`src/rtl/bf_pkg.sv`:
```
// Shared types and helpers for the delay-and-sum beamformer.
package bf_pkg;

    // Sequencer states
    typedef enum logic [2:0] {
        IDLE,
        READ,
        LAST,
        WRITE,
        FIN
    } bf_state_e;

    // Widest packed input word the slice helper accepts
    localparam int unsigned MAX_BUS_W = 1024;

    // Accumulator width: sample width plus log2 of the channel count
    function automatic int acc_width(input int num_ch, input int sample_w);
        return sample_w + $clog2(num_ch);
    endfunction

    // Extract signed slice idx of width w from a packed word and sign-extend to 64 bits
    function automatic logic signed [63:0] slice_sext(input logic [MAX_BUS_W-1:0] word,
                                                      input int                   idx,
                                                      input int                   w);
        logic [63:0] lo;
        lo = 64'(word >> (idx * w));
        return $signed(lo << (64 - w)) >>> (64 - w);
    endfunction

endpackage

```
`src/rtl/param_das_beamformer_if.sv`:
```
// Control and BRAM bus bundle for the delay-and-sum beamformer.
interface param_das_beamformer_if
    import bf_pkg::*;
#(
    parameter int NUM_CH   = 3,
    parameter int SAMPLE_W = 12,
    parameter int ADDR_W   = 11,
    parameter int DLY_W    = 8
);
    localparam int ACC_W = acc_width(NUM_CH, SAMPLE_W);
    localparam int SH_W  = $clog2(NUM_CH) + 1;

    // Frame control
    logic                           start;
    logic [ADDR_W:0]                num_samples;
    logic [NUM_CH*DLY_W-1:0]        delays;
    logic [SH_W-1:0]                shift;
    logic                           busy;
    logic                           done;

    // Input BRAM read port
    logic                           rd_en;
    logic [ADDR_W-1:0]              rd_addr;
    logic [NUM_CH*SAMPLE_W-1:0]     rd_data;

    // Output BRAM write port
    logic                           wr_en;
    logic [ADDR_W-1:0]              wr_addr;
    logic signed [ACC_W-1:0]        wr_data;

    // Host / memory side
    modport master (
        output start, num_samples, delays, shift, rd_data,
        input  busy, done, rd_en, rd_addr, wr_en, wr_addr, wr_data
    );

    // Beamformer side
    modport slave (
        input  start, num_samples, delays, shift, rd_data,
        output busy, done, rd_en, rd_addr, wr_en, wr_addr, wr_data
    );

endinterface

```
`src/rtl/bf_delay_addr_gen.sv`:
```
// Read address and zero-slot generation for one (n, c) read slot.
module bf_delay_addr_gen
    import bf_pkg::*;
#(
    parameter int NUM_CH = 3,
    parameter int ADDR_W = 11,
    parameter int DLY_W  = 8
) (
    input  logic [ADDR_W:0]              n_i,
    input  logic [$clog2(NUM_CH)-1:0]    c_i,
    input  logic [NUM_CH*DLY_W-1:0]      delays_i,
    output logic [ADDR_W-1:0]            addr_o,
    output logic                         zero_o
);
    localparam int CH_W  = $clog2(NUM_CH);
    localparam int NW    = ADDR_W + 1;
    localparam int CMP_W = ((NW > DLY_W) ? NW : DLY_W) + 1;

    logic [DLY_W-1:0] dly;

    // Select the channel delay; a slot whose source index would be negative reads nothing
    always_comb begin
        dly = '0;
        for (int i = 0; i < NUM_CH; i++) begin
            if (c_i == CH_W'(i)) begin
                dly = delays_i[i*DLY_W +: DLY_W];
            end
        end
        zero_o = (CMP_W'(n_i) < CMP_W'(dly));
        // Only meaningful when zero_o is low, so dly <= n and the difference fits
        addr_o = ADDR_W'(n_i - NW'(dly));
    end

endmodule

```
`src/rtl/param_das_beamformer.sv`:
```
// Delay-and-sum beamformer sequencer: reads NUM_CH delayed samples per output,
// sums them, applies an arithmetic right shift and writes one beam sample.
module param_das_beamformer
    import bf_pkg::*;
#(
    parameter int NUM_CH   = 3,
    parameter int SAMPLE_W = 12,
    parameter int ADDR_W   = 11,
    parameter int DLY_W    = 8
) (
    input  logic                    clk_i,
    input  logic                    rst_ni,
    param_das_beamformer_if.slave   bf_if
);
    localparam int ACC_W = acc_width(NUM_CH, SAMPLE_W);
    localparam int CH_W  = $clog2(NUM_CH);
    localparam int SH_W  = $clog2(NUM_CH) + 1;
    localparam int NW    = ADDR_W + 1;

    bf_state_e                  state_q, state_d;
    logic [NW-1:0]              n_q, n_d;
    logic [NW-1:0]              num_q, num_d;
    logic [CH_W-1:0]            c_q, c_d;
    logic [CH_W-1:0]            pch_q, pch_d;
    logic                       zero_q, zero_d;
    logic signed [ACC_W-1:0]    acc_q, acc_d;
    logic [NUM_CH*DLY_W-1:0]    dly_q, dly_d;
    logic [SH_W-1:0]            shift_q, shift_d;

    logic                       busy_q, busy_d;
    logic                       done_q, done_d;
    logic                       rd_en_q, rd_en_d;
    logic [ADDR_W-1:0]          rd_addr_q, rd_addr_d;
    logic                       wr_en_q, wr_en_d;
    logic [ADDR_W-1:0]          wr_addr_q, wr_addr_d;
    logic signed [ACC_W-1:0]    wr_data_q, wr_data_d;

    logic [MAX_BUS_W-1:0]       rd_word;
    logic signed [ACC_W-1:0]    term;
    logic [ADDR_W-1:0]          gen_addr;
    logic                       gen_zero;

    assign rd_word = MAX_BUS_W'(bf_if.rd_data);

    // Address/zero flag for the slot the FSM is about to enter
    bf_delay_addr_gen #(
        .NUM_CH (NUM_CH),
        .ADDR_W (ADDR_W),
        .DLY_W  (DLY_W)
    ) u_addr_gen (
        .n_i      (n_d),
        .c_i      (c_d),
        .delays_i (dly_d),
        .addr_o   (gen_addr),
        .zero_o   (gen_zero)
    );

    // Contribution of the slot read one cycle ago (data arrives with 1-cycle BRAM latency)
    always_comb begin
        term = '0;
        if (!zero_q) begin
            term = ACC_W'(slice_sext(rd_word, int'(pch_q), SAMPLE_W));
        end
    end

    // Next state, counters, accumulator and write port
    always_comb begin
        state_d   = state_q;
        n_d       = n_q;
        num_d     = num_q;
        c_d       = c_q;
        acc_d     = acc_q;
        dly_d     = dly_q;
        shift_d   = shift_q;
        pch_d     = c_q;
        zero_d    = ~rd_en_q;
        wr_en_d   = 1'b0;
        wr_addr_d = wr_addr_q;
        wr_data_d = wr_data_q;

        case (state_q)
            IDLE: begin
                if (bf_if.start) begin
                    num_d   = bf_if.num_samples;
                    dly_d   = bf_if.delays;
                    shift_d = bf_if.shift;
                    n_d     = '0;
                    c_d     = '0;
                    acc_d   = '0;
                    state_d = (bf_if.num_samples == '0) ? FIN : READ;
                end
            end
            READ: begin
                if (c_q != '0) begin
                    acc_d = acc_q + term;
                end
                if (c_q == CH_W'(NUM_CH - 1)) begin
                    state_d = LAST;
                end else begin
                    c_d = c_q + CH_W'(1);
                end
            end
            LAST: begin
                acc_d     = acc_q + term;
                wr_en_d   = 1'b1;
                wr_addr_d = n_q[ADDR_W-1:0];
                wr_data_d = acc_d >>> shift_q;
                state_d   = WRITE;
            end
            WRITE: begin
                acc_d = '0;
                if ((n_q + NW'(1)) == num_q) begin
                    state_d = FIN;
                end else begin
                    n_d     = n_q + NW'(1);
                    c_d     = '0;
                    state_d = READ;
                end
            end
            FIN: begin
                state_d = IDLE;
            end
            default: begin
                state_d = IDLE;
            end
        endcase
    end

    // Read port and status flags follow the state being entered
    always_comb begin
        rd_en_d   = 1'b0;
        rd_addr_d = rd_addr_q;
        if ((state_d == READ) && !gen_zero) begin
            rd_en_d   = 1'b1;
            rd_addr_d = gen_addr;
        end
        busy_d = (state_d != IDLE);
        done_d = (state_d == FIN);
    end

    // State and registered outputs; reset abandons any frame in flight
    always_ff @(posedge clk_i or negedge rst_ni) begin
        if (!rst_ni) begin
            state_q   <= IDLE;
            n_q       <= '0;
            num_q     <= '0;
            c_q       <= '0;
            pch_q     <= '0;
            zero_q    <= 1'b1;
            acc_q     <= '0;
            dly_q     <= '0;
            shift_q   <= '0;
            busy_q    <= 1'b0;
            done_q    <= 1'b0;
            rd_en_q   <= 1'b0;
            rd_addr_q <= '0;
            wr_en_q   <= 1'b0;
            wr_addr_q <= '0;
            wr_data_q <= '0;
        end else begin
            state_q   <= state_d;
            n_q       <= n_d;
            num_q     <= num_d;
            c_q       <= c_d;
            pch_q     <= pch_d;
            zero_q    <= zero_d;
            acc_q     <= acc_d;
            dly_q     <= dly_d;
            shift_q   <= shift_d;
            busy_q    <= busy_d;
            done_q    <= done_d;
            rd_en_q   <= rd_en_d;
            rd_addr_q <= rd_addr_d;
            wr_en_q   <= wr_en_d;
            wr_addr_q <= wr_addr_d;
            wr_data_q <= wr_data_d;
        end
    end

    assign bf_if.busy    = busy_q;
    assign bf_if.done    = done_q;
    assign bf_if.rd_en   = rd_en_q;
    assign bf_if.rd_addr = rd_addr_q;
    assign bf_if.wr_en   = wr_en_q;
    assign bf_if.wr_addr = wr_addr_q;
    assign bf_if.wr_data = wr_data_q;

endmodule

```
`src/flat_wrapper.sv`:
```
// flat-port wrapper written by rule: the top's interface ports become plain ports
module param_das_beamformer_flat import bf_pkg::*;
#(
    parameter int NUM_CH   = 3,
    parameter int SAMPLE_W = 12,
    parameter int ADDR_W   = 11,
    parameter int DLY_W    = 8
)
  (clk_i, rst_ni, bf_if_start, bf_if_num_samples, bf_if_delays, bf_if_shift, bf_if_rd_data, bf_if_busy, bf_if_done, bf_if_rd_en, bf_if_rd_addr, bf_if_wr_en, bf_if_wr_addr, bf_if_wr_data);
  param_das_beamformer_if #(.NUM_CH(NUM_CH), .SAMPLE_W(SAMPLE_W), .ADDR_W(ADDR_W), .DLY_W(DLY_W)) bf_if_i ();
  input  logic clk_i;
  input  logic rst_ni;
  input wire logic [$bits(bf_if_i.start)-1:0] bf_if_start;
  input wire logic [$bits(bf_if_i.num_samples)-1:0] bf_if_num_samples;
  input wire logic [$bits(bf_if_i.delays)-1:0] bf_if_delays;
  input wire logic [$bits(bf_if_i.shift)-1:0] bf_if_shift;
  input wire logic [$bits(bf_if_i.rd_data)-1:0] bf_if_rd_data;
  output wire logic [$bits(bf_if_i.busy)-1:0] bf_if_busy;
  output wire logic [$bits(bf_if_i.done)-1:0] bf_if_done;
  output wire logic [$bits(bf_if_i.rd_en)-1:0] bf_if_rd_en;
  output wire logic [$bits(bf_if_i.rd_addr)-1:0] bf_if_rd_addr;
  output wire logic [$bits(bf_if_i.wr_en)-1:0] bf_if_wr_en;
  output wire logic [$bits(bf_if_i.wr_addr)-1:0] bf_if_wr_addr;
  output wire logic [$bits(bf_if_i.wr_data)-1:0] bf_if_wr_data;
  assign bf_if_i.start = bf_if_start;
  assign bf_if_i.num_samples = bf_if_num_samples;
  assign bf_if_i.delays = bf_if_delays;
  assign bf_if_i.shift = bf_if_shift;
  assign bf_if_i.rd_data = bf_if_rd_data;
  assign bf_if_busy = bf_if_i.busy;
  assign bf_if_done = bf_if_i.done;
  assign bf_if_rd_en = bf_if_i.rd_en;
  assign bf_if_rd_addr = bf_if_i.rd_addr;
  assign bf_if_wr_en = bf_if_i.wr_en;
  assign bf_if_wr_addr = bf_if_i.wr_addr;
  assign bf_if_wr_data = bf_if_i.wr_data;
  param_das_beamformer #(.NUM_CH(NUM_CH), .SAMPLE_W(SAMPLE_W), .ADDR_W(ADDR_W), .DLY_W(DLY_W)) u_core (.clk_i(clk_i), .rst_ni(rst_ni), .bf_if(bf_if_i));
endmodule
```
`config.mk`:
```
export PLATFORM = sky130hd
export DESIGN_NAME = param_das_beamformer_flat
export DESIGN_NICKNAME = d
export VERILOG_FILES = /design/src/rtl/bf_pkg.sv /design/src/rtl/param_das_beamformer_if.sv /design/src/rtl/bf_delay_addr_gen.sv /design/src/rtl/param_das_beamformer.sv /design/src/flat_wrapper.sv
export SDC_FILE = /design/constraint.sdc
export NUM_CORES = 1
export LEC_CHECK = 0
export BUFFER_PORTS_ARGS = -buffer_cell sky130_fd_sc_hd__buf_4
export CORE_AREA = 2 2 131 133
export DETAILED_ROUTE_END_ITERATION = 16
export DIE_AREA = 0 0 133 135
export PLACE_DENSITY = 0.63
export SYNTH_ARGS = -nofsm -noshare
export SYNTH_HDL_FRONTEND = slang
export SYNTH_HIERARCHICAL = 1
export SYNTH_SLANG_ARGS = --single-unit
export TNS_END_PERCENT = 20
```
`constraint.sdc`:
```
create_clock -name clk_i -period 4.45 [get_ports clk_i]
set_input_delay 0.2225 -clock clk_i [delete_from_list [all_inputs] [get_ports clk_i]]
set_output_delay 0.2225 -clock clk_i [all_outputs]
set_load 0.02 [all_outputs]
```
==> results of run 1 <==
-- worst register-to-register path: cells and delay by family (launching register included) --
kind / cells / cell delay [ns]
and+or+nand+nor: 7 / 1.52
adders and majority gates: 3 / 0.78
AOI/OAI and AO/OA: 6 / 0.76
buffers and inverters: 4 / 0.50
DFF: 1 / 0.42
muxes: 1 / 0.32
-- through the flow --
| step | TNS, ns | total power [mW] |
|---|---|---|
| after global placement | -1.05 | 5.77 |
| final | 0 | 7.74 |
| after detailed placement | -2.39 | 5.89 |
| after CTS | 0 | 7.51 |
| after global routing | -0.890 | 8.23 |
| after floorplan | 0 | 4.52 |
-- power groups by stage --
stage	combinational (mW)	sequential, mW	clock, mW
after floorplan	2.65	1.87	0
after global placement	3.99	1.79	0
after detailed placement	4.08	1.80	0
after CTS	4.25	1.79	1.47
after global routing	4.87	1.85	1.51
final	4.50	1.79	1.44
-- metal layers --
metal	share of wire, %	track usage [%]	wire [um]	vias up
met5	0	0	0	-
li1	-	-	-	2945
met1	43	29.3	8570	3015
met4	2.4	9.02	472	0
met2	49	38.2	9780	208
met3	5.5	4.69	1100	33
-- worst max path at each step --
stage,cells past startpoint,endpoint,slack (ns)
2_1_floorplan,23,u_core/bf_if.rd_addr[1],0.03
3_3_place_gp,20,u_core/bf_if.rd_addr[0],-0.11
3_5_place_dp,19,u_core/bf_if.rd_addr[10],-0.25
4_1_cts,21,u_core/bf_if.rd_addr[10],0.001
5_1_grt,21,u_core/bf_if.rd_addr[10],-0.1
6_report,21,u_core/bf_if.rd_addr[10],0.05
-- synth_stat cells, types with 3 or more instances --
cell type,n
nor2b_1,7
a211o_1,5
xor2_1,7
mux2i_1,25
and3_1,8
nor3_1,21
a211oi_1,8
dfrtp_1,112
ha_1,24
a22oi_1,4
and4_1,4
a2111oi_0,3
nor4_1,5
a21o_1,8
o21ai_0,46
o211ai_1,4
nand3_1,11
nand2_1,52
buf_2,7
nand4_1,6
nor2_1,60
a31oi_1,4
o22ai_1,7
a22o_1,16
mux2_2,35
clkbuf_1,21
o21a_1,7
and2_1,4
a21oi_1,49
mux2_4,9
nand2b_1,9
or3b_2,3
inv_1,31
mux4_2,7
o31ai_1,6
xnor2_1,24
-- final cells by class --
class / instances / area, um^2 / area share (%)
Multi-Input combinational cell: 535 / 4050 / 43.5
Sequential cell: 113 / 2830 / 30.4
Timing Repair Buffer: 180 / 1410 / 15.2
Clock buffer: 17 / 425 / 4.57
Tap cell: 220 / 275 / 2.96
Clock inverter: 15 / 196 / 2.11
Inverter: 33 / 124 / 1.33
-- sequential cells by signal, summed over array words and instances (netlist names), 11 cells and up --
name                  cells
u_core/bf_if.wr_data     14
u_core/bf_if.rd_addr     11
u_core/acc_q             14
u_core/n_q               12
u_core/bf_if.wr_addr     11
u_core/num_q             12
u_core/dly_q             24
-- kinds of logic (layout without fill, tap and decap cells) --
family                     after synthesis  count (layout)  synth area share (%)
DFF                                    113             113                  40.5
and+or+nand+nor                        208             208                  15.5
adders and majority gates               26              26                  4.87
buffers and inverters                   63             245                  3.62
xor gates and xnor gates                31              31                  3.88
muxes                                   78              78                  13.7
AOI/OAI and AO/OA                      192             192                  17.9
-- timing repair --
| action | in CTS | in global routing |
|---|---|---|
| resized for setup | 11 | 20 |
| setup buffers | 3 | 3 |
| setup endpoints to repair | 12 | 12 |
| cloned | 0 | 1 |
| hold buffers | 1 | 0 |
| pin swaps | 3 | 7 |
| endpoints found under the hold margin | 67 | 0 |
==> impl_metrics.env, run 1 <==
export IMPL_htreeDepth=4
export IMPL_p_seq_share_pct=23.2
export IMPL_io_pins=118
export IMPL_min_period_ns=4.40
export IMPL_clk_transition_reported_paths_ns=0.06
export IMPL_slowest_delay_ns=0.42
export IMPL_grt_max_degree=70
export IMPL_yosys_warnings=6
export IMPL_setup_viol=0
export IMPL_cp_arrival_ns=4.70
export IMPL_synth_top_area_share_pct=40.1
export IMPL_fmax_mhz=227
export IMPL_synth_cell_area_mm2=0.00699
export IMPL_ys_seq_elements=113
export IMPL_path_buf_inv=4
export IMPL_cp_top_family="simple AND/OR/NAND/NOR gates"
export IMPL_leakage_nw=4.24
export IMPL_worst_slack_ns=0.0452
export IMPL_synth_edf_count=0
export IMPL_antenna_cells=0
export IMPL_whs_ns=0.0260
export IMPL_whs_path_depth=3
export IMPL_initial_core_util_pct=42.6
export IMPL_via_count=6201
export IMPL_ant_nets=0
export IMPL_finalClockSkew_ns=0.00722
export IMPL_drive_gt1_share_pct=34.5
export IMPL_reg2regPathDepth=21
export IMPL_dpl_cell_area_mm2=0.00848
export IMPL_p_sw_share_pct=40.5
export IMPL_p_per_area_mw_per_mm2=831
export IMPL_syn_mean_instance_area_um2=9.83
export IMPL_final_cells=1113
export IMPL_switchingPower_mw=3.14
export IMPL_synth_flop_cell="dfrtp_1"
export IMPL_relSlewSlack_pct=18.6
export IMPL_path_max_fanout=6
export IMPL_postLayoutCoreUtil_pct=56.8
export IMPL_wirelength_um=19900
export IMPL_cts_buffers=17
export IMPL_synth_area_leaders="dfrtp_1 (40%), mux2_2 (5.6%), ha_1 (4.3%)"
export IMPL_worstMarginPinSlew_ns=1.22
export IMPL_core_area_mm2=0.0164
export IMPL_numClockSinks=113
export IMPL_clock_latency_ns=0.42
export IMPL_rr_startpoint="u_core/n_q[0]"
export IMPL_rsz0062_at_grt="true"
export IMPL_drv_cap=0
export IMPL_io_buffers=117
export IMPL_syn_num_nets=815
export IMPL_crit_path_start="u_core/n_q[0]"
export IMPL_antenna_found_initial=0
export IMPL_pwr_share_comb_pct=58.2
export IMPL_final_max_slew_viol_count=0
export IMPL_grtUsageTotal_pct=22.9
export IMPL_intPower_mw=4.60
export IMPL_wl_per_cell_um=17.9
export IMPL_min_period_over_period_pct=99.0
export IMPL_status="finished, final reports clean"
export IMPL_hold_path_end="u_core/shift_q[2]"
export IMPL_grt_pass1_wl_um=32400
export IMPL_yosysTopAreaCell="dfrtp_1"
export IMPL_final_common_cell="buf_4"
export IMPL_nFillCells=1420
export IMPL_r2r_end="u_core/bf_if.rd_addr[10]"
export IMPL_path_class="flip-flop to flip-flop"
export IMPL_dp_hpwl_um=15000
export IMPL_synth_cell_types=79
export IMPL_worstHoldPathType="input port to flip-flop"
export IMPL_via_per_inst=5.57
export IMPL_nets=984
export IMPL_ir_drop_v=0.000686
export IMPL_end_kind="flip-flop"
export IMPL_dp_cells=1073
export IMPL_grt_pass1_vias=6399
export IMPL_finalHoldViolCount=0
export IMPL_pre_cts_ws_ns=-0.251
export IMPL_r2r_setup_slack_ns=0.05
export IMPL_drt_iter0_markers=437
export IMPL_final_area_mm2=0.00932
export IMPL_cts_path_max_buffers=2
export IMPL_p_clk_share_pct=18.6
export IMPL_overflow=0
export IMPL_ys_seq_area_share_pct=40.5
export IMPL_hold_start="bf_if_shift[2]"
export IMPL_rows=47
export IMPL_syn_inst=711
export IMPL_fp_dieW_um=133
export IMPL_die_area_mm2=0.0180
export IMPL_crit_required_ns=4.75
export IMPL_area_delta_synth_final_pct=33.3
export IMPL_drc=0
export IMPL_cts_tree="done"
export IMPL_cp_common_cell="buf_4"
export IMPL_slowest_stage="dfrtp_2"
export IMPL_mostFrequentLayoutCells="buf_4 (174), dfrtp_1 (111), nor2_1 (57)"
export IMPL_die_h_um=135
export IMPL_startpoint_type="flip-flop"
export IMPL_gp_congestion=0.906
export IMPL_root_buffer="clkbuf_16"
export IMPL_firstDrtPassIters=5
export IMPL_async_flop_share_pct=100
export IMPL_critical_path_cell_chain="ha_4 > and4_4 > a211oi_2 > a31oi_1 > nor4_4 > buf_4 > and4_1 > buf_4 > o21ai_0 > o21ai_2 > inv_1 > ha_2 > fa_2 > nor2b_4 > o31ai_4 > a21oi_2 > nor2b_2 > nor3b_2 > and4b_4 > buf_12 > mux2_1"
(Power assumes the default switching activity.)
==> run 2: changes to the inputs <==
--- a/config.mk
+++ b/config.mk
@@ -7,6 +7,7 @@
 export LEC_CHECK = 0
 export BUFFER_PORTS_ARGS = -buffer_cell sky130_fd_sc_hd__buf_4
 export CORE_AREA = 2 2 131 133
+export CTS_BUF_LIST = sky130_fd_sc_hd__clkbuf_4 sky130_fd_sc_hd__clkbuf_8
 export DETAILED_ROUTE_END_ITERATION = 16
 export DIE_AREA = 0 0 133 135
 export PLACE_DENSITY = 0.63
==> impl_metrics.env, run 2 (synthesis results as in run 1) <==
export IMPL_status="finished, final reports clean"
export IMPL_finalSetupTns_ns=0
export IMPL_setup_viol=0
export IMPL_postLayoutCoreUtil_pct=56.3
export IMPL_finalClockSkew_ns=0.00853
export IMPL_ant_nets=0
export IMPL_overflow=0
export IMPL_antenna_found_initial=0
export IMPL_gp_congestion=0.906
export IMPL_antenna_cells=0
export IMPL_final_common_cell="buf_4"
export IMPL_ir_drop_v=0.000640
export IMPL_p_clk_share_pct=14.5
export IMPL_wl_met3_um=950
export IMPL_critical_path_cell_chain="ha_4 > and4_4 > a211oi_2 > a31oi_2 > nor4_4 > buf_4 > and4_1 > buf_4 > o21ai_0 > o21ai_2 > inv_1 > ha_2 > fa_2 > nor2b_4 > o31ai_4 > a21oi_2 > nor2b_2 > nor3b_2 > and4b_4 > clkbuf_16 > mux2_4"
export IMPL_clk_transition_reported_paths_ns=0.08
export IMPL_slowest_stage="dfrtp_2"
export IMPL_cp_arrival_ns=4.72
export IMPL_nets=995
export IMPL_rsz0062_at_grt="true"
export IMPL_nFillCells=1441
export IMPL_min_period_over_period_pct=98.6
export IMPL_cts_buffers=17
export IMPL_die_h_um=135
export IMPL_wirelength_um=19800
export IMPL_path_class="flip-flop to flip-flop"
export IMPL_slowest_delay_ns=0.43
export IMPL_min_period_ns=4.39
export IMPL_startpoint_type="flip-flop"
export IMPL_grt_max_degree=70
export IMPL_p_sw_share_pct=41.7
export IMPL_htreeDepth=4
export IMPL_drc=0
export IMPL_final_max_slew_viol_count=0
export IMPL_crit_required_ns=4.78
export IMPL_pre_cts_ws_ns=-0.251
export IMPL_cts_tree="done"
export IMPL_top_layer_used="met4"
export IMPL_whs_ns=0.0269
export IMPL_largest_register="u_core/dly_q"
export IMPL_path_max_fanout=6
export IMPL_worstHoldPathType="input port to flip-flop"
export IMPL_wl_met1_um=8660
export IMPL_end_kind="flip-flop"
export IMPL_switchingPower_mw=3.08
export IMPL_p_seq_share_pct=24.2
export IMPL_io_pins=118
export IMPL_die_area_mm2=0.0180
export IMPL_fmax_mhz=228
export IMPL_cp_top_family="simple AND/OR/NAND/NOR gates"
export IMPL_wl_per_cell_um=17.7
export IMPL_drv_cap=0
export IMPL_grt_pass1_wl_um=32500
export IMPL_io_buffers=117
export IMPL_cp_common_cell="buf_4"
export IMPL_worst_slack_ns=0.0634
export IMPL_fp_dieW_um=133
export IMPL_root_buffer="clkbuf_8"
export IMPL_largest_reg_flops=24
export IMPL_cts_path_max_buffers=2
export IMPL_area_delta_synth_final_pct=32.2
export IMPL_grtUsageTotal_pct=22.9
export IMPL_path_buf_inv=4
export IMPL_p_per_area_mw_per_mm2=800
export IMPL_via_per_inst=5.54
export IMPL_pwr_share_comb_pct=61.3
export IMPL_drive_gt1_share_pct=35.0
export IMPL_drt_iter0_markers=466
export IMPL_intPower_mw=4.31
export IMPL_rows=47
export IMPL_initial_core_util_pct=42.6
export IMPL_clock_latency_ns=0.44
export IMPL_core_area_mm2=0.0164
export IMPL_dr_wl_met2_um=9770
export IMPL_grt_pass1_vias=6431
export IMPL_numClockSinks=113
export IMPL_dp_hpwl_um=15000
export IMPL_firstDrtPassIters=5
export IMPL_mostFrequentLayoutCells="buf_4 (179), dfrtp_1 (111), nor2_1 (57)"
export IMPL_leakage_nw=4.21
export IMPL_via_count=6230
export IMPL_relSlewSlack_pct=16.4
export IMPL_worstMarginPinSlew_ns=1.25
export IMPL_finalHoldViolCount=0
run 2: changes by cell type in the layout (fill, tap and decap cells not counted), sizes merged:
cell | before | now
dlygate4sd3 | 1 | 7
buf | 178 | 183
run 2: power by group through the flow:
stage	registers (mW)	logic (mW)	clock network, mW
3_5_place_dp	1.80	4.08	0
4_1_cts	1.79	4.31	1.09
3_3_place_gp	1.79	3.99	0
6_report	1.79	4.53	1.07
5_1_grt	1.85	4.92	1.14
2_1_floorplan	1.87	2.65	0
run 2: routing by layer:
layer,up-vias,GRT usage (%)
met5,-,0
met4,0,7.83
met3,34,5.37
met2,189,38.5
met1,3044,29.1
li1,2963,-
run 2: layout make-up:
class | instances | area, um^2 | share of cell area (%)
Clock buffer | 17 | 234 | 2.53
Clock inverter | 15 | 196 | 2.13
Timing Repair Buffer | 191 | 1510 | 16.4
Sequential cell | 113 | 2830 | 30.6
Multi-Input combinational cell | 535 | 4070 | 44.0
Inverter | 33 | 124 | 1.34
Tap cell | 220 | 275 | 2.98
run 2: what timing repair did:
item,in CTS,in global routing
gates cloned,0,1
hold buffers,5,2
resized for setup,13,21
setup endpoints to repair,12,12
setup buffers,7,4
endpoints found under the hold margin,71,2
pin swaps,4,14
run 2: stage by stage:
step	power [mW]	std cells	area, um^2
floorplan	4.52	711	7020
global placement	5.77	1073	8480
detailed placement	5.89	1073	8480
CTS	7.20	1117	9080
global route	7.92	1124	9240
finish	7.39	1124	9240
run 2: path summary, 6_finish.rpt:
kind | start | depth (start not counted) | slack (ns) | end
min in group asynchronous | rst_ni | 2 | 0.44 | u_core/acc_q[5]
hold / removal | bf_if_num_samples[6] | 2 | 0.03 | u_core/num_q[6]
hold reg to reg | u_core/bf_if.rd_en | 1 | 0.38 | u_core/zero_q
setup / recovery | u_core/n_q[0] | 21 | 0.06 | u_core/bf_if.rd_addr[9]
max in group asynchronous | rst_ni | 3 | 2.90 | u_core/num_q[7]
setup reg to reg | u_core/n_q[0] | 21 | 0.06 | u_core/bf_if.rd_addr[9]
